`config.mk`:
```
export PLATFORM = sky130hd
export DESIGN_NAME = async_uart_tx
export DESIGN_NICKNAME = d
export VERILOG_FILES = /design/src/rtl/async_uart_pkg.sv /design/src/rtl/uart_baud_tick.sv /design/src/rtl/async_uart_tx.sv
export SDC_FILE = /design/constraint.sdc
export NUM_CORES = 1
export LEC_CHECK = 0
export BUFFER_PORTS_ARGS = -buffer_cell sky130_fd_sc_hd__buf_4
export CAP_MARGIN = 20
export CORE_MARGIN = 2
export CORE_UTILIZATION = 41
export DETAILED_ROUTE_END_ITERATION = 7
export PLACE_DENSITY = 0.59
export SYNTH_ARGS = -nofsm -noshare
export SYNTH_HDL_FRONTEND = slang
export SYNTH_SLANG_ARGS = --single-unit
export TNS_END_PERCENT = 30
```
`constraint.sdc`:
```
create_clock -name clk -period 3.65 [get_ports clk]
set_input_delay 0.365 -clock clk [delete_from_list [all_inputs] [get_ports clk]]
set_output_delay 0.365 -clock clk [all_outputs]
set_load 0.05 [all_outputs]
```
`src/rtl/async_uart_pkg.sv`:
```
// Shared types and helpers for the byte-wide UART transmitter.
// Holds the frame state encoding, data width and baud divisor calculation.
package async_uart_pkg;

    localparam int DATA_BITS = 8;

    typedef enum logic [2:0] {
        IDLE,
        START,
        DATA,
        PARITY,
        STOP
    } uart_state_t;

    // Clocks per serial bit, rounded to nearest.
    function automatic int clks_per_bit(input int clk_freq, input int baud);
        return (clk_freq + baud / 2) / baud;
    endfunction

endpackage

```
`src/rtl/uart_baud_tick.sv`:
```
// Bit-period timer: counts 0..CLKS_PER_BIT-1 and wraps, cleared synchronously.
// Latency: tick is high on the last cycle of each bit period after a clear.
// Backpressure: none; free-running.
module uart_baud_tick #(
    parameter int CLKS_PER_BIT = 4
) (
    input  logic clk,
    input  logic rst,
    input  logic clr,
    output logic tick
);

    localparam int CNT_W = $clog2(CLKS_PER_BIT);
    localparam logic [CNT_W-1:0] CNT_MAX = CNT_W'(CLKS_PER_BIT - 1);

    logic [CNT_W-1:0] cnt;

    always_ff @(posedge clk) begin
        if (rst || clr) begin
            cnt <= '0;
        end else if (cnt == CNT_MAX) begin
            cnt <= '0;
        end else begin
            cnt <= cnt + 1'b1;
        end
    end

    assign tick = (cnt == CNT_MAX);

endmodule

```
`src/rtl/async_uart_tx.sv`:
```
// UART transmitter, 8 data bits, LSB first, 1 stop bit; even parity with ASYNC_UART_TX_PARITY_EN.
// Latency: txd drops to start bit the cycle after tx_start is accepted; frame is 10 (11) bit periods.
// Backpressure: tx_start is taken only while ready; requests while busy are dropped, not queued.
module async_uart_tx
    import async_uart_pkg::*;
#(
    parameter int CLK_FREQ = 100000000,
    parameter int BAUD     = 115200
) (
    input  logic                 clk,
    input  logic                 rst,
    input  logic                 tx_start,
    input  logic [DATA_BITS-1:0] tx_data,
    output logic                 txd,
    output logic                 tx_busy,
    output logic                 ready
);

    localparam int CLKS_PER_BIT = clks_per_bit(CLK_FREQ, BAUD);
    localparam int IDX_W = $clog2(DATA_BITS);
    localparam logic [IDX_W-1:0] LAST_IDX = IDX_W'(DATA_BITS - 1);

    uart_state_t          state;
    logic [DATA_BITS-1:0] shift;
    logic [IDX_W-1:0]     bit_idx;
    logic                 accept;
    logic                 bit_done;
`ifdef ASYNC_UART_TX_PARITY_EN
    logic                 par_bit;
`endif

    assign accept = (state == IDLE) && tx_start;
    assign ready  = ~tx_busy;

    // Restarting the timer on accept aligns every bit period to the request edge.
    uart_baud_tick #(
        .CLKS_PER_BIT(CLKS_PER_BIT)
    ) u_baud_tick (
        .clk (clk),
        .rst (rst),
        .clr (accept),
        .tick(bit_done)
    );

    always_ff @(posedge clk) begin
        if (rst) begin
            state   <= IDLE;
            txd     <= 1'b1;
            tx_busy <= 1'b0;
            bit_idx <= '0;
            shift   <= '0;
`ifdef ASYNC_UART_TX_PARITY_EN
            par_bit <= 1'b0;
`endif
        end else begin
            case (state)
                IDLE: begin
                    if (tx_start) begin
                        shift   <= tx_data;
                        state   <= START;
                        txd     <= 1'b0;
                        tx_busy <= 1'b1;
`ifdef ASYNC_UART_TX_PARITY_EN
                        par_bit <= ^tx_data;
`endif
                    end
                end
                START: begin
                    if (bit_done) begin
                        state   <= DATA;
                        bit_idx <= '0;
                        txd     <= shift[0];
                    end
                end
                DATA: begin
                    if (bit_done) begin
                        if (bit_idx == LAST_IDX) begin
`ifdef ASYNC_UART_TX_PARITY_EN
                            state <= PARITY;
                            txd   <= par_bit;
`else
                            state <= STOP;
                            txd   <= 1'b1;
`endif
                        end else begin
                            // txd is loaded one bit ahead of the shift so the line stays registered.
                            shift   <= shift >> 1;
                            bit_idx <= bit_idx + 1'b1;
                            txd     <= shift[1];
                        end
                    end
                end
`ifdef ASYNC_UART_TX_PARITY_EN
                PARITY: begin
                    if (bit_done) begin
                        state <= STOP;
                        txd   <= 1'b1;
                    end
                end
`endif
                STOP: begin
                    if (bit_done) begin
                        state   <= IDLE;
                        tx_busy <= 1'b0;
                    end
                end
                default: begin
                    state   <= IDLE;
                    txd     <= 1'b1;
                    tx_busy <= 1'b0;
                end
            endcase
        end
    end

endmodule

```
# ---- After elaboration in Yosys (flattened, before gate mapping)
# Index checks and enable logic that the tools add are counted.
dict set report classes {
  reduce_logical 12
  muxes 21
  n_bitwise 3
  n_addsub 2
  eq_ne 11
}
# operator count
set op_table {}
lappend op_table {{two-way mux 8 bit} 3}
lappend op_table {{two-way mux 3 bit} 7}
lappend op_table {{one-hot mux 8 bit (2 select lines)} 1}
lappend op_table {{inequality test 2 bit, second input constant} 6}
lappend op_table {{one-hot mux 3 bit (4 select lines)} 1}
lappend op_table {{AND reduction 4 bit} 3}
lappend op_table {{adder 10 x 1 -> 10 bit, second input constant} 1}
lappend op_table {{== test 10 bit, second input constant} 1}
lappend op_table {{== test 3 bit, second input constant} 2}
lappend op_table {{two-way mux 1 bit} 6}
lappend op_table {{one-hot mux 3 bit (2 select lines)} 1}
lappend op_table {{AND reduction 5 bit} 1}
lappend op_table {{one-hot mux 1 bit (4 select lines)} 1}
lappend op_table {{nonzero test 2 bit} 2}
lappend op_table {{OR reduction 2 bit} 2}
lappend op_table {{adder 3 x 1 -> 3 bit, second input constant} 1}
lappend op_table {{== test 3 x 1 -> 1 bit, second input constant} 1}
lappend op_table {{== test 3 x 2 -> 1 bit, second input constant} 1}
lappend op_table {{zero test 3 bit} 1}
lappend op_table {{inverter 1 bit} 3}
lappend op_table {{one-hot mux 1 bit (3 select lines)} 1}
lappend op_table {{AND reduction 3 bit} 1}
lappend op_table {{logical AND 1 bit} 1}
lappend op_table {{logical OR 1 bit} 1}
dict set report word_totals {
  input_bits 11
  elab_cells 55
  output_inout_bits 3
  ff_bits 26
}

# ---- Depth between registers and ports, before layout
# Gate-level depths: netlist of the first run.
dict set report depth {
  ltp_word 4
  mapped_depth 7
  depth_no_buf 6
}

# ---- Cells and area by module
# From an unflattened synthesis of the first run, not the netlist that was laid out.
dict set report hier_totals {
  cells_unflattened 148
  hier_area_um2 1423.9
}
# module area_per_inst_um2 seq_area_each_um2 n_inst cells_per_inst
set modules_own_cells {}
lappend modules_own_cells {async_uart_tx 969.7 320.3 1 95}
lappend modules_own_cells {uart_baud_tick 454.2 200.2 1 53}

# ---- Least setup slack after synthesis of the first run
# Ideal clock, no wire load.
dict set report synth_path {
  kind {register to register}
  from {register bit_idx[0]}
  to {register shift[0]}
  path_buffers 0
  required_ns 3.518
  stages_incl_launch_ff 7
  t_arrival_ns 1.538
  setup_time_ns 0.132
  setup_slack_ns 1.980
  path_cell_list {dfxtp_1 -> ha_1 -> ha_1 -> nor4b_4 -> nand4_1 -> a221oi_1 -> nor3_1}
}
dict set report synth_via {
  elab_chain_cells 3
}
# element line_no
set synth_lines {}
lappend synth_lines {{from (decl)} async_uart_tx.sv:25} ;# logic [IDX_W-1:0] bit_idx;
lappend synth_lines {{from (signal assigned)} async_uart_tx.sv:88} ;# bit_idx <= bit_idx + 1'b1;
lappend synth_lines {{== test 3 bit} async_uart_tx.sv:77} ;# if (bit_idx == LAST_IDX) begin
lappend synth_lines {{inequality test 2 bit (no line)} -}
lappend synth_lines {{AND reduction 4 bit (no line)} -}
lappend synth_lines {{to (signal assigned)} async_uart_tx.sv:59} ;# shift <= tx_data;
lappend synth_lines {{to (signal assigned)} async_uart_tx.sv:87} ;# shift <= shift >> 1;
lappend synth_lines {{to (decl)} async_uart_tx.sv:24} ;# logic [DATA_BITS-1:0] shift;
# No other way between the ends.
# A chain may end at the register's enable or synchronous reset.

# ---- Final worst setup path of the first run
dict set report layout_path {
  from {register state[1]}
  to {register bit_idx[0]}
}
dict set report layout_via {
  elab_chain_cells 3
  word_cells_on_any_way 8
  cone_classes {eq/ne (5); mux (1); reduce/logical (2)}
}
# element line_no
set layout_lines {}
lappend layout_lines {{from (decl)} async_uart_tx.sv:23} ;# uart_state_t state;
lappend layout_lines {{from (signal assigned)} async_uart_tx.sv:47} ;# state <= IDLE;
lappend layout_lines {{from (signal assigned)} async_uart_tx.sv:60} ;# state <= START;
lappend layout_lines {{from (signal assigned)} async_uart_tx.sv:70} ;# state <= DATA;
lappend layout_lines {{== test 3 x 2 -> 1 bit / == test 3 x 1 -> 1 bit (equally long branches)} async_uart_tx.sv:56} ;# case (state)
lappend layout_lines {{inequality test 2 bit (no line) / nonzero test 2 bit (equally long branches)} -}
lappend layout_lines {{AND reduction 4 bit (no line)} -}
# Parallel ways exist; a longest one is shown, timed or not.

==> results by stage, run 1 <==
Logic synthesis:
- The top cell type's share of synthesized area is 0.393.
- Dividing the synthesized area by the synthesized cell count gives 8.72 sq um.
- The number of unique standard cell types used by synthesis is 37.
- Synthesis produced a netlist with a net count of 166.
- The synthesized netlist occupies a cell area of 1330 sq um.
- The adder-cell share of the synthesized area is 0.0283.
- The share of the Yosys chip area taken by registers is 0.393.
- Synthesis handed over a netlist of 152 instances.
- The share of the synthesized netlist area taken by xor and xnor gates is 0.0529.
- The synthesized design spends more area on one cell type than any other, namely sky130_fd_sc_hd__dfxtp_1.
- The portion of synthesized area spent on multiplexers is 0.00755.
- Of the total synthesized cell area, the portion taken by AND, OR, NAND and NOR gates is 0.324.
- By area the synthesized netlist is led by sky130_fd_sc_hd__dfxtp_1 39%, sky130_fd_sc_hd__nor3_1 7.2%, sky130_fd_sc_hd__nor2_1 5.4%.
- The register bit count reported by yosys is 26.
- The synthesized-area fraction occupied by ao, oa, aoi and oai cells is 0.150.
- By area, the combinational part of the netlist is dominated by simple AND/OR/NAND/NOR gates.
- The number of synthesis warnings is 0.

Floorplan:
- Row generation in the floorplan step produced 20 rows.
- Pin placement for this block handled 14 I/O pins.
- The width of the die is 60.9 um.
- The core region is 3050 sq um.
- The die boundary height is 60.9 um.
- The initial utilization of the core area, before any placement, comes to 0.434.
- The die covers 3700 sq um.

Clock network:
- The TritonCTS clock tree is built.
- The buffer depth of the longest clock path is 2.
- The clock drives 26 sinks.
- The number of H-tree levels is 1.
- The post-cts gate resize count is 0.
- The clock tree root driver cell is sky130_fd_sc_hd__clkbuf_4.
- Clock-pin slew was measured on the worst setup and hold paths at 0.14 ns.
- The CTS buffer count is 3.
- The cts-stage hold buffer count is 0.
- Buffers added to address setup during post-CTS repair amount to 0.
- The later pin in the worst-skew pair is clocked with a latency of 0.32 ns.

Timing:
- For the pin with the worst max-slew slack, the measured transition is 0.779 ns.
- The time the worst path needs with I/O delays and setup is 2.03 ns.
- The total of endpoints with negative setup slack in the final report is 0.
- The setup TNS after final layout is 0 ns.
- The maximum clock skew at final layout is 0.00201 ns.
- The number of max-slew violations in the final report is 0.
- Timing would allow up to 0.493 GHz.
- Setup repair after global routing left no endpoint under its margin.
- The tightest hold path in the finished design has a slack of 0.298 ns.
- The period utilization is 0.556.
- The worst-case headroom to the max-slew limit is 0.480.
- The final hold violation count is 0.

Place:
- Counting tap cells, the placed design contains a total of 201 instances.
- The post-placement cell area is 1430 sq um.
- Routability-driven placement finished with a final weighted congestion of 0.810.
- Input and output buffers added on the ports amount to 13.
- The detailed placer's ending HPWL is 1910 um.

Finish:
- The most common cell after layout, fill and taps aside is sky130_fd_sc_hd__dfxtp_1.
- After the flow finishes, the layout carries non-filler instances totaling 205.
- The area added between synthesis and finish is 11.9%.
- The layout cell share with drive strength beyond 1 is 0.149.
- The count of inserted antenna diode cells is 0.
- At the end of the flow the core is filled with cells to 0.486.
- The final layout net count is 176.
- In the layout the commonest cells are 26 x sky130_fd_sc_hd__dfxtp_1, 19 x sky130_fd_sc_hd__nor3_1, 19 x sky130_fd_sc_hd__nor2_1, 13 x sky130_fd_sc_hd__buf_4.
- The final design instance area without fill is 1480 sq um.

Hold path:
- Along the worst hold path, the cell count comes to 3.
- The worst hold path endpoint is shift[7].
- The worst hold path class is in2reg.
- The startpoint identified for the worst hold timing path is tx_data[7].

GRT:
- Entering global routing, the biggest net connects 26 pins.
- The first-pass GRT wire length is 4560 um.
- The combined global-route utilization of all metal layers is 0.165.
- The number of antenna violations at the first check in global routing is 0.
- Global routing finished with a remaining overflow of 0.
- The number of global-route vias before repair was 1029.

Critical path:
- Setup slack on the worst reg-to-reg path comes out at 1.62 ns.
- The startpoint-to-endpoint class of the critical path is reg2reg.
- Of all nets on the critical path, the largest fanout is 25.
- At the worst endpoint, the arrival time is 2.28 ns.
- STA classifies the critical path endpoint as a register.
- The endpoint of the worst register-to-register path is bit_idx[0].
- The cell count of the worst reg-to-reg path is 4.
- The startpoint identified for the worst register-to-register timing path is state[1].
- For the worst setup path, the data required time is 3.90 ns.
- The worst setup path is launched from a register.

Outcome:
- The flow ran to the end, and the final reports show no timing, DRC or antenna violations.

Power:
- The maximum resistive drop on vdd is 0.000187 V.
- The analysis attributes to cell leakage a power of 0.000518 uW.
- The total power density per cell area is 392 nW/um^2.

Route:
- The final antenna-violating net count is 0.
- The average vias per placed instance is 5.39.
- The final layout contains routed wiring with a total length of 2670 um.
- After detailed routing, the number of remaining DRC violations is 0.
- After the first detailed-routing iteration, the DRC count stood at 30.
- Before antenna repair, the detailed router went through 4 iterations.
- The final route contains 1105 vias.
- The routed wire length per instance is 13.0 um.

Run:
- Across the run, the number of max-cap violations was 0.
## final cells by class
type	instances	area (sq um)
clock inverter	1	30.0
fill	310	1570
clock buffer	3	22.5
multi-input combinational	115	746
timing repair buffer	13	97.6
inverter	3	11.3
sequential	26	520
tap	44	55.1
## metal layers
layer | up-vias | global-route usage | routed length (um)
met4 | 0 | 0.0714 | 19
met5 | - | 0 | 0
li1 | 569 | - | -
met3 | 4 | 0.0256 | 63
met2 | 19 | 0.264 | 1240
met1 | 513 | 0.219 | 1350
## through the flow
step,power (uW),worst slack (ns)
floorplan,363,1.98
CTS,589,1.62
global placement,387,1.69
detailed placement,388,1.64
finish,581,1.62
global route,609,1.48
## power by group
group | internal [uW] | total (uW) | switching (uW)
registers | 296 | 308 | 11.7
logic | 31.5 | 73.5 | 42.0
clock network | 111 | 200 | 88.6
total | 439 | 581 | 142
## critical path: stages (launching register included)
cell and delay (ns):
sky130_fd_sc_hd__dfxtp_1 0.86, sky130_fd_sc_hd__nor4b_4 0.33, sky130_fd_sc_hd__and4_1 0.49, sky130_fd_sc_hd__nor2_1 0.08, sky130_fd_sc_hd__a211oi_1 0.20
## cell usage after synthesis, drive strengths merged
cell	count
or3	2
and3	3
o22ai	2
o21ai	2
ha	3
xor2	2
clkbuf	1
a22oi	1
a21oi	6
nand3	6
a21boi	1
o21a	2
nand4	2
nor2	19
o211ai	1
mux2i	1
and4	1
inv	3
xnor2	6
a31o	1
nand2b	4
nor4b	2
dfxtp	26
a211oi	1
nand2	8
a32o	1
o31ai	2
nor2b	8
buf	7
a31oi	1
a221oi	7
nor3	20
## state kept, by name (all words and copies together), names as in the netlist
signal / cells
tx_busy: 1
bit_idx: 3
shift: 8
txd: 1
u_baud_tick.cnt: 10
state: 3
## worst max-delay path by stage
stage | startpoint | endpoint | slack (ns) | cells after the start
6_report | state[1] | bit_idx[0] | 1.62 | 4
5_1_grt | state[1] | shift[1] | 1.48 | 4
4_1_cts | state[1] | shift[6] | 1.62 | 4
3_5_place_dp | state[1] | shift[4] | 1.64 | 4
3_3_place_gp | state[1] | shift[6] | 1.69 | 4
2_1_floorplan | bit_idx[0] | shift[0] | 1.98 | 6
## cell families (layout without fill, tap and decap cells)
family,count (synthesis),after routing
buf+inv,11,20
mux,1,1
xor+xnor,8,8
fa+ha+maj,3,3
flops,26,26
compound gates,28,28
simple gates,75,75
Note: power is estimated with default switching activity, not from simulation.
==> inputs of run 2 (changes only) <==
- ABC_AREA: default -> 1
- clock period: 3.65 -> 2 ns (I/O delays scaled with it)
==> run 2 against run 1 <==
  * Design area rose by 0.51%
  * Cell count rose by 20%
  * Power rose by 110%
  * Worst setup slack got worse by 1.1 ns
  * Critical path depth rose by 4
  * Utilization rose by 0.25 points
  * Synthesized area barely moved
  * First-iteration DRC count rose by 27%
  * Register-to-register slack got worse by 1.1 ns
  * Count of clock-buffer cells in the layout rose by 1
  * Clock skew barely moved
  * Sequential power rose by 94%
  * Largest cell class unchanged
==> results by stage, run 2 <==
Critical path:
- The highest cell delay on the worst timing path was 0.38 ns (-0.48 ns).
- The largest fanout on the critical path was 8 (-68%).
- The required arrival time at the worst endpoint is 2.21 ns (-1.69 ns).
- The critical path launch point type is a register.
- The arrival time at the worst endpoint is 1.72 ns (-0.56 ns).
- The nature of the critical path endpoint is a register.
- The critical path in this run is classified as reg2reg.
- Walking the worst path, the cells encountered are ha_1 > nand2_1 > nor2_4 > nand3_4 > a21boi_0 > nand2_1 > nand2_1 > nand3_1.
- On the critical path, the stage with the largest delay is an instance of sky130_fd_sc_hd__dfxtp_1.
- Counting stages on the worst path, the most repeated cell is sky130_fd_sc_hd__nand2_1.

Logic synthesis:
- The synthesized design spends more area on one cell type than any other, namely sky130_fd_sc_hd__dfxtp_1.
- The part of the Yosys area used for sequential elements came to 0.393 (about the same).
- The most frequent cell after synthesis is sky130_fd_sc_hd__nand2_1.
- The commonest cells after synthesis are 45 x sky130_fd_sc_hd__nand2_1, 30 x sky130_fd_sc_hd__nor2_1, 26 x sky130_fd_sc_hd__dfxtp_1.
- The post-synthesis cell count is 188 (+24%).
- The register bit count reported by yosys is 26 (unchanged).
- The post-synthesis average cell area was 7.04 sq um (-19%).
- The total nets after synthesis is 202 (+22%).
- The number of unique standard cell types used by synthesis is 29 (-22%).
- The top cell type's share of synthesized area is 0.393 (about the same).
- The number of enable-type register cells in the synthesized netlist was 0 (unchanged).
- The post-synthesis async set-or-reset flop share is 0 (unchanged).
- Yosys attributes the largest share of cell area to sky130_fd_sc_hd__dfxtp_1 39%, sky130_fd_sc_hd__nand2_1 13%, sky130_fd_sc_hd__nor2_1 8.5%.
- The post-synth design cell area was 1320 sq um (about the same).
- The commonest register cell after synthesis is sky130_fd_sc_hd__dfxtp_1.
- The number of synthesis warnings is 0 (unchanged).

Floorplan:
- The area of the die is 3700 sq um (about the same).
- The width of the die is 60.8 um (about the same).
- The floorplan row count came to 20 (unchanged).
- The boundary pin count is 14 (unchanged).
- The area of the core is 3050 sq um (unchanged).
- The starting density of the core came to 0.434 (about the same).
- The die boundary height was 60.8 um (about the same).

GRT:
- The number of global-route vias before repair is 1042 (+1.3%).
- The combined global-route utilization of all metal layers is 0.146 (-0.0185).
- The number of antenna violations at the first check in global routing was 0 (unchanged).
- The pin count of the biggest net entering global routing is 20 (-23%).
- The residual overflow from global routing is 0 (unchanged).
- The first-pass GRT wire length is 4160 um (-8.8%).

Timing:
- The worst-case headroom to the max-slew limit is 0.743 (+0.263).
- The setup TNS after final layout is 0 ns (unchanged).
- The period utilization came to 0.752 (+0.196).
- The maximum clock skew at final layout is 0.00154 ns (-0.000472 ns).
- The final hold violation count was 0 (unchanged).
- The total of endpoints with negative setup slack in the final report is 0 (unchanged).
- Setup repair after global routing left no endpoint under its margin.
- The highest attainable clock frequency is 0.665 GHz (+35%).
- The time the worst path needs with I/O delays and setup came to 1.50 ns (-0.524 ns).
- The worst-margin pin slew came to 0.385 ns (-0.394 ns).
- The number of max-slew violations in the final report is 0 (unchanged).

Route:
- The total routed wirelength is 2330 um (-13%).
- The total number of vias is 1133 (+2.5%).
- The average vias per placed instance is 4.61 (-15%).
- The post-detailed-route DRC marker count was 0 (unchanged).
- The final antenna-violating net count came to 0 (unchanged).
- The routed wire length per instance was 9.46 um (-27%).
- The number of violations reported at the end of detailed-routing iteration 0 was 38 (+27%).
- The number of iterations in the first detailed-routing pass is 4 (unchanged).

Power:
- The maximum resistive drop on vdd was 0.000460 V (+150%).
- The total power density per cell area is 802 nW/um^2 (+100%).
- The power share of the sequential group is 0.501 (-0.029).
- The net switching share of the total power is 0.334 (+0.0894).
- The portion of total power attributed to combinational logic is 0.270 (+0.144).
- The switching power summed over all nets is 399 uW (+180%).
- The share of total power in the clock network is 0.229 (-0.115).
- The design internal power is 795 uW (+81%).
- The leakage power of the design is 0.000676 uW (+31%).

Clock network:
- The post-cts gate resize count was 0 (unchanged).
- The number of buffers added for setup after CTS came to 0 (unchanged).
- The TritonCTS clock tree is built.
- The number of H-tree levels is 1 (unchanged).
- The clock insertion delay at the later pin of the skew report is 0.32 ns (about the same).
- The clock-pin slew of the registers on the worst-case setup and hold paths came to 0.14 ns (about the same).
- The buffer depth of the longest clock path is 2 (unchanged).
- The cts-stage hold buffer count is 0 (unchanged).
- The number of sinks driven by the clock tree is 26 (unchanged).
- The clock tree root driver cell is sky130_fd_sc_hd__clkbuf_4.
- The CTS buffer count is 3 (unchanged).

Place:
- The routability congestion estimate is 0.837 (+3.3%).
- The detailed placer's ending HPWL is 1750 um (-8.5%).
- The number of cells after detailed placement is 242 (+20%).
- The port buffer count is 13 (unchanged).

Finish:
- The most common cell after layout, fill and taps aside is sky130_fd_sc_hd__nand2_1.
- The final layout net count came to 217 (+23%).
- The flip-flop count of the largest register after layout was 10 (unchanged).
- The count of placed standard cells in the final layout, fillers left out came to 246 (+20%).
- The layout cell share with drive strength beyond 1 is 0.168 (+0.0192).
- In the layout the commonest cells are 45 x sky130_fd_sc_hd__nand2_1, 30 x sky130_fd_sc_hd__nor2_1, 26 x sky130_fd_sc_hd__dfxtp_1, 22 x sky130_fd_sc_hd__inv_1, 13 x sky130_fd_sc_hd__buf_4.
- The area added between synthesis and finish is 12.6%.
- In the final layout, the registers with the most flip-flops are u_baud_tick.cnt (10), shift (8).
- The count of inserted antenna diode cells was 0 (unchanged).
- u_baud_tick.cnt holds more flip-flops than any other register.

Hold path:
- The tightest min-delay check is of the in2reg type.

Outcome:
- The flow ran to the end, and the final reports show no timing, DRC or antenna violations.

Run:
- The count of max-cap constraint violations is 0 (unchanged).
-- run 2: metrics by stage --
step                area, sq um  hold slack [ns]  utilization  worst slack [ns]  total power (uW)
detailed placement         1450            0.428        0.476             0.522               932
floorplan                  1320            0.269            -             0.612               871
global route               1490           0.0557        0.488             0.273              1280
global placement           1450            0.423        0.476             0.578               928
CTS                        1490           0.0602        0.488             0.496              1210
finish                     1490           0.0719        0.488             0.496              1190
-- run 2: metal layers --
metal / up-vias / track usage / share of wire
li1: 619 / - / -
met1: 498 / 0.184 / 0.49
met2: 14 / 0.249 / 0.47
met3: 2 / 0.0384 / 0.039
met4: 0 / 0.0373 / 0.0043
met5: - / 0 / 0
-- run 2: path summary, 6_finish.rpt --
check | slack, ns | start | cells past startpoint | to
min | 0.07 | rst | 2 | bit_idx[2]
max | 0.50 | u_baud_tick.cnt[0] | 8 | txd
min reg2reg | 0.46 | u_baud_tick.cnt[0] | 1 | u_baud_tick.cnt[0]
max reg2reg | 0.50 | u_baud_tick.cnt[0] | 8 | txd
-- run 2: worst max-delay path: cells and delay by family, from the launching register on --
family	cells	cell delay, ns
flops	1	0.38
simple gates	6	0.56
compound gates	1	0.26
fa+ha+maj	1	0.20
-- run 2: cells by family (layout without fill, tap and decap cells) --
kind of cell	after synthesis	in the layout	share of synthesized area
simple gates	106	106	0.379
buf+inv	27	41	0.0851
flops	26	26	0.393
compound gates	23	23	0.0945
fa+ha+maj	3	3	0.0284
xor+xnor	3	3	0.0199
-- run 2: area by class of cell --
type / instances / area (sq um)
fillers: 328 / 1560
multi-input cells: 135 / 691
inverters: 24 / 90.1
repair buffers: 13 / 97.6
clock buffers: 4 / 36.3
flip-flops and latches: 26 / 520
well taps: 44 / 55.1
-- run 2: power groups by stage --
stage / sequential (uW) / combinational, uW / clock [uW]
2_1_floorplan: 629 / 242 / 0
3_3_place_gp: 608 / 319 / 0
3_5_place_dp: 610 / 322 / 0
4_1_cts: 599 / 325 / 284
5_1_grt: 605 / 369 / 309
6_report: 598 / 322 / 274
==> inputs of run 3 (changes only) <==
- PLACE_DENSITY: 0.59 -> 0.61
- clock period: 2 -> 1.3 ns (I/O delays scaled with it)
==> run 3 against run 2 <==
  * The run now ends with negative setup slack left
  * Non-clock buffer count grew 26
  * Clock power is 51% higher
  * Utilization increased by 12 points
  * Hold slack lost 0.049 ns
  * First-iteration DRC count up 120%
  * Global-route usage increased by 3.0 points
  * Worst setup slack got worse by 0.57 ns
  * Largest power group unchanged
  * Highest routed layer unchanged
==> results by stage, run 3 (synthesis results as in run 2) <==
Outcome:
- The flow ran to the end, but the final reports show violations.
- The checks that failed: negative setup slack.

GRT:
- The residual overflow from global routing came to 0 (unchanged).
- The number of global-route vias before repair was 1149 (+10%).
- The combined global-route utilization of all metal layers is 0.176 (+0.0297).
- The number of antenna violations at the first check in global routing is 0 (unchanged).
- The pin count of the biggest net entering global routing was 17 (-15%).
- The first-pass GRT wire length is 4930 um (+19%).

Clock network:
- The clock insertion delay at the later pin of the skew report is 0.32 ns (about the same).
- The tree is rooted in a sky130_fd_sc_hd__clkbuf_4.
- The clock-pin slew of the registers on the worst-case setup and hold paths is 0.15 ns (about the same).
- The number of H-tree levels came to 1 (unchanged).
- The number of sinks driven by the clock tree came to 26 (unchanged).
- The CTS buffer count came to 3 (unchanged).
- The buffer depth of the longest clock path is 2 (unchanged).
- The TritonCTS clock tree is built.

Critical path:
- The worst setup path is of the reg2reg kind.
- The number of buffer and inverter stages on the critical path is 1 (+1).
- The slack of the worst reg-to-reg path is -0.07 ns (-0.57 ns).
- The highest cell delay on the worst timing path is 0.43 ns (+0.05 ns).
- The required arrival time at the worst endpoint was 1.57 ns (-0.64 ns).
- The largest fanout on the critical path is 4 (-4).
- The reg-to-reg critical path startpoint is state[1].
- The slowest stage of the critical path is the sky130_fd_sc_hd__nor3_2 cell.
- The cell count of the worst reg-to-reg path came to 6 (-2).
- The largest delay contributor family on the critical path is simple AND/OR/NAND/NOR gates.
- STA classifies the critical path startpoint as a register.
- The nature of the critical path endpoint is a register.
- The endpoint identified for the worst register-to-register timing path is state[1].
- The signal on the critical path passes through buf_4 > nor3_2 > o21ai_4 > nand2_1 > nand2_1 > a21oi_1.
- The most used cell along the critical path is sky130_fd_sc_hd__nand2_1.
- The arrival time at the worst endpoint was 1.64 ns (-0.08 ns).

Place:
- The routability congestion estimate is 0.890 (+6.4%).
- The detailed placer's ending HPWL was 1990 um (+14%).
- The number of cells after detailed placement is 259 (+7.0%).
- The port buffer count was 13 (unchanged).

Floorplan:
- The die boundary height was 60.8 um (unchanged).
- The starting density of the core is 0.434 (unchanged).
- The width of the die is 60.8 um (unchanged).
- The area of the die is 3700 sq um (unchanged).
- The floorplan row count is 20 (unchanged).
- The boundary pin count is 14 (unchanged).
- The area of the core is 3050 sq um (unchanged).

Power:
- The power share of the sequential group is 0.460 (-0.041).
- The leakage power of the design is 0.000836 uW (+24%).
- The portion of total power attributed to combinational logic is 0.336 (+0.066).
- The net switching share of the total power is 0.341 (+0.00671).
- The maximum resistive drop on vdd was 0.000484 V (+5.1%).
- The total power density per cell area is 1090 nW/um^2 (+36%).
- The share of total power in the clock network is 0.205 (-0.024).
- The switching power summed over all nets came to 690 uW (+73%).
- The design internal power is 1330 uW (+68%).

Timing:
- The number of max-slew violations in the final report is 0 (unchanged).
- The final hold violation count came to 0 (unchanged).
- The total of endpoints with negative setup slack in the final report was 14 (+14).
- The maximum clock skew at final layout is 0.00979 ns (+0.00825 ns).
- The time the worst path needs with I/O delays and setup is 1.37 ns (-0.131 ns).
- Setup repair after global routing could not meet its margin everywhere.
- The worst-case headroom to the max-slew limit came to 0.684 (-0.0596).
- The highest attainable clock frequency was 0.729 GHz (+9.6%).
- The final critical-path setup slack is -0.0725 ns (-0.569 ns).
- The worst-margin pin slew came to 0.472 ns (+0.0872 ns).
- The period utilization came to 1.06 (+0.304).
- The hold slack came to 0.0229 ns (-0.0490 ns).

Run:
- The count of max-cap constraint violations is 0 (unchanged).

Finish:
- More flip-flops sit in one register than any other, and that register is u_baud_tick.cnt.
- The library cell used most frequently in the layout, excluding fill and tap cells, is sky130_fd_sc_hd__nand2_1.
- The count of inserted antenna diode cells was 0 (unchanged).
- The area added between synthesis and finish is 40.2%.
- The final layout net count is 244 (+12%).
- The layout filler cell count was 275 (-16%).
- The flip-flop count of the largest register after layout is 10 (unchanged).
- Leaving out fill and tap cells, the most frequent cells in the layout are 38 x sky130_fd_sc_hd__nand2_1, 37 x sky130_fd_sc_hd__buf_4, 26 x sky130_fd_sc_hd__nor2_1, 22 x sky130_fd_sc_hd__inv_1, 19 x sky130_fd_sc_hd__dfxtp_1.
- In the final layout, the registers with the most flip-flops are u_baud_tick.cnt (10), shift (8).
- The count of placed standard cells in the final layout, fillers left out came to 273 (+11%).
- The layout cell share with drive strength beyond 1 is 0.384 (+0.216).

Hold path:
- The worst hold path endpoint is shift[7].
- The cell depth of the worst min-delay path is 3 (+1).
- The worst hold path class is in2reg.
- In this run the most critical hold path is launched from tx_data[7].

Route:
- The routed wire length per instance came to 10.7 um (+13%).
- The final antenna-violating net count is 0 (unchanged).
- The number of violations reported at the end of detailed-routing iteration 0 is 84 (+120%).
- The post-detailed-route DRC marker count came to 0 (unchanged).
- The total number of vias is 1255 (+11%).
- The total routed wirelength was 2930 um (+26%).
- The average vias per placed instance is 4.60 (-0.19%).
- The number of iterations in the first detailed-routing pass was 6 (+2).
[run 3: changes by cell type in the layout (fill, tap and decap cells not counted), moves of 3 or more]
cell,delta
sky130_fd_sc_hd__ha_1,-3
sky130_fd_sc_hd__nor2_1,-4
sky130_fd_sc_hd__nand2_1,-7
sky130_fd_sc_hd__dfxtp_2,+7
sky130_fd_sc_hd__buf_4,+24
sky130_fd_sc_hd__nand2_2,+5
sky130_fd_sc_hd__ha_4,+3
sky130_fd_sc_hd__dfxtp_1,-7
[run 3: power groups by stage]
stage | Combinational [uW] | Clock, uW | Sequential, uW
finish | 679 | 414 | 931
global route | 766 | 480 | 942
CTS | 618 | 432 | 924
detailed placement | 564 | 0 | 942
global placement | 543 | 0 | 939
floorplan | 378 | 0 | 973
[run 3: repair_timing]
item,in CTS,in global routing
cloned,1,0
hold buffers,1,0
pin swaps,6,6
buffers inserted,3,5
endpoints found under the hold margin,5,0
setup endpoints to repair,25,25
gates resized for setup,13,22
[run 3: how the worst max path moves through the flow]
stage / from / to / cells past startpoint
6_report: state[1] / state[1] / 6
2_1_floorplan: u_baud_tick.cnt[1] / shift[7] / 9
4_1_cts: u_baud_tick.cnt[1] / u_baud_tick.cnt[8] / 8
5_1_grt: u_baud_tick.cnt[1] / shift[6] / 9
3_3_place_gp: u_baud_tick.cnt[1] / shift[1] / 8
3_5_place_dp: u_baud_tick.cnt[1] / shift[7] / 9
[run 3: metal layers]
layer / part of all wire / global-route usage
met5: 0 / 0
met4: 0.0072 / 0.0466
met3: 0.021 / 0.0320
met2: 0.48 / 0.292
met1: 0.49 / 0.235
[run 3: metrics by stage]
step	utilization	setup WS [ns]	setup TNS (ns)	total power (uW)	area, sq um
floorplan	-	-0.0359	-0.249	1350	1350
global placement	0.527	-0.0619	-0.514	1480	1610
detailed placement	0.527	-0.0962	-1.09	1510	1610
CTS	0.573	-0.0661	-0.621	1970	1750
global route	0.608	-0.187	-2.75	2190	1860
finish	0.608	-0.0725	-0.632	2020	1860
[run 3: layout make-up]
| type | instances | area [sq um] | area share |
|---|---|---|---|
| timing repair buffer | 39 | 299 | 0.161 |
| clock buffer | 4 | 36.3 | 0.0196 |
| multi-input combinational | 136 | 846 | 0.456 |
| tap | 44 | 55.1 | 0.0297 |
| inverter | 24 | 90.1 | 0.0486 |
| sequential | 26 | 529 | 0.285 |
[run 3: worst reg2reg max path: cells and delay by family (launching register included)]
kind                   cells  cell delay, ns
and+or+nand+nor            3            0.59
DFF                        1            0.37
AOI/OAI and AO/OA          2            0.23
buffers and inverters      1            0.14
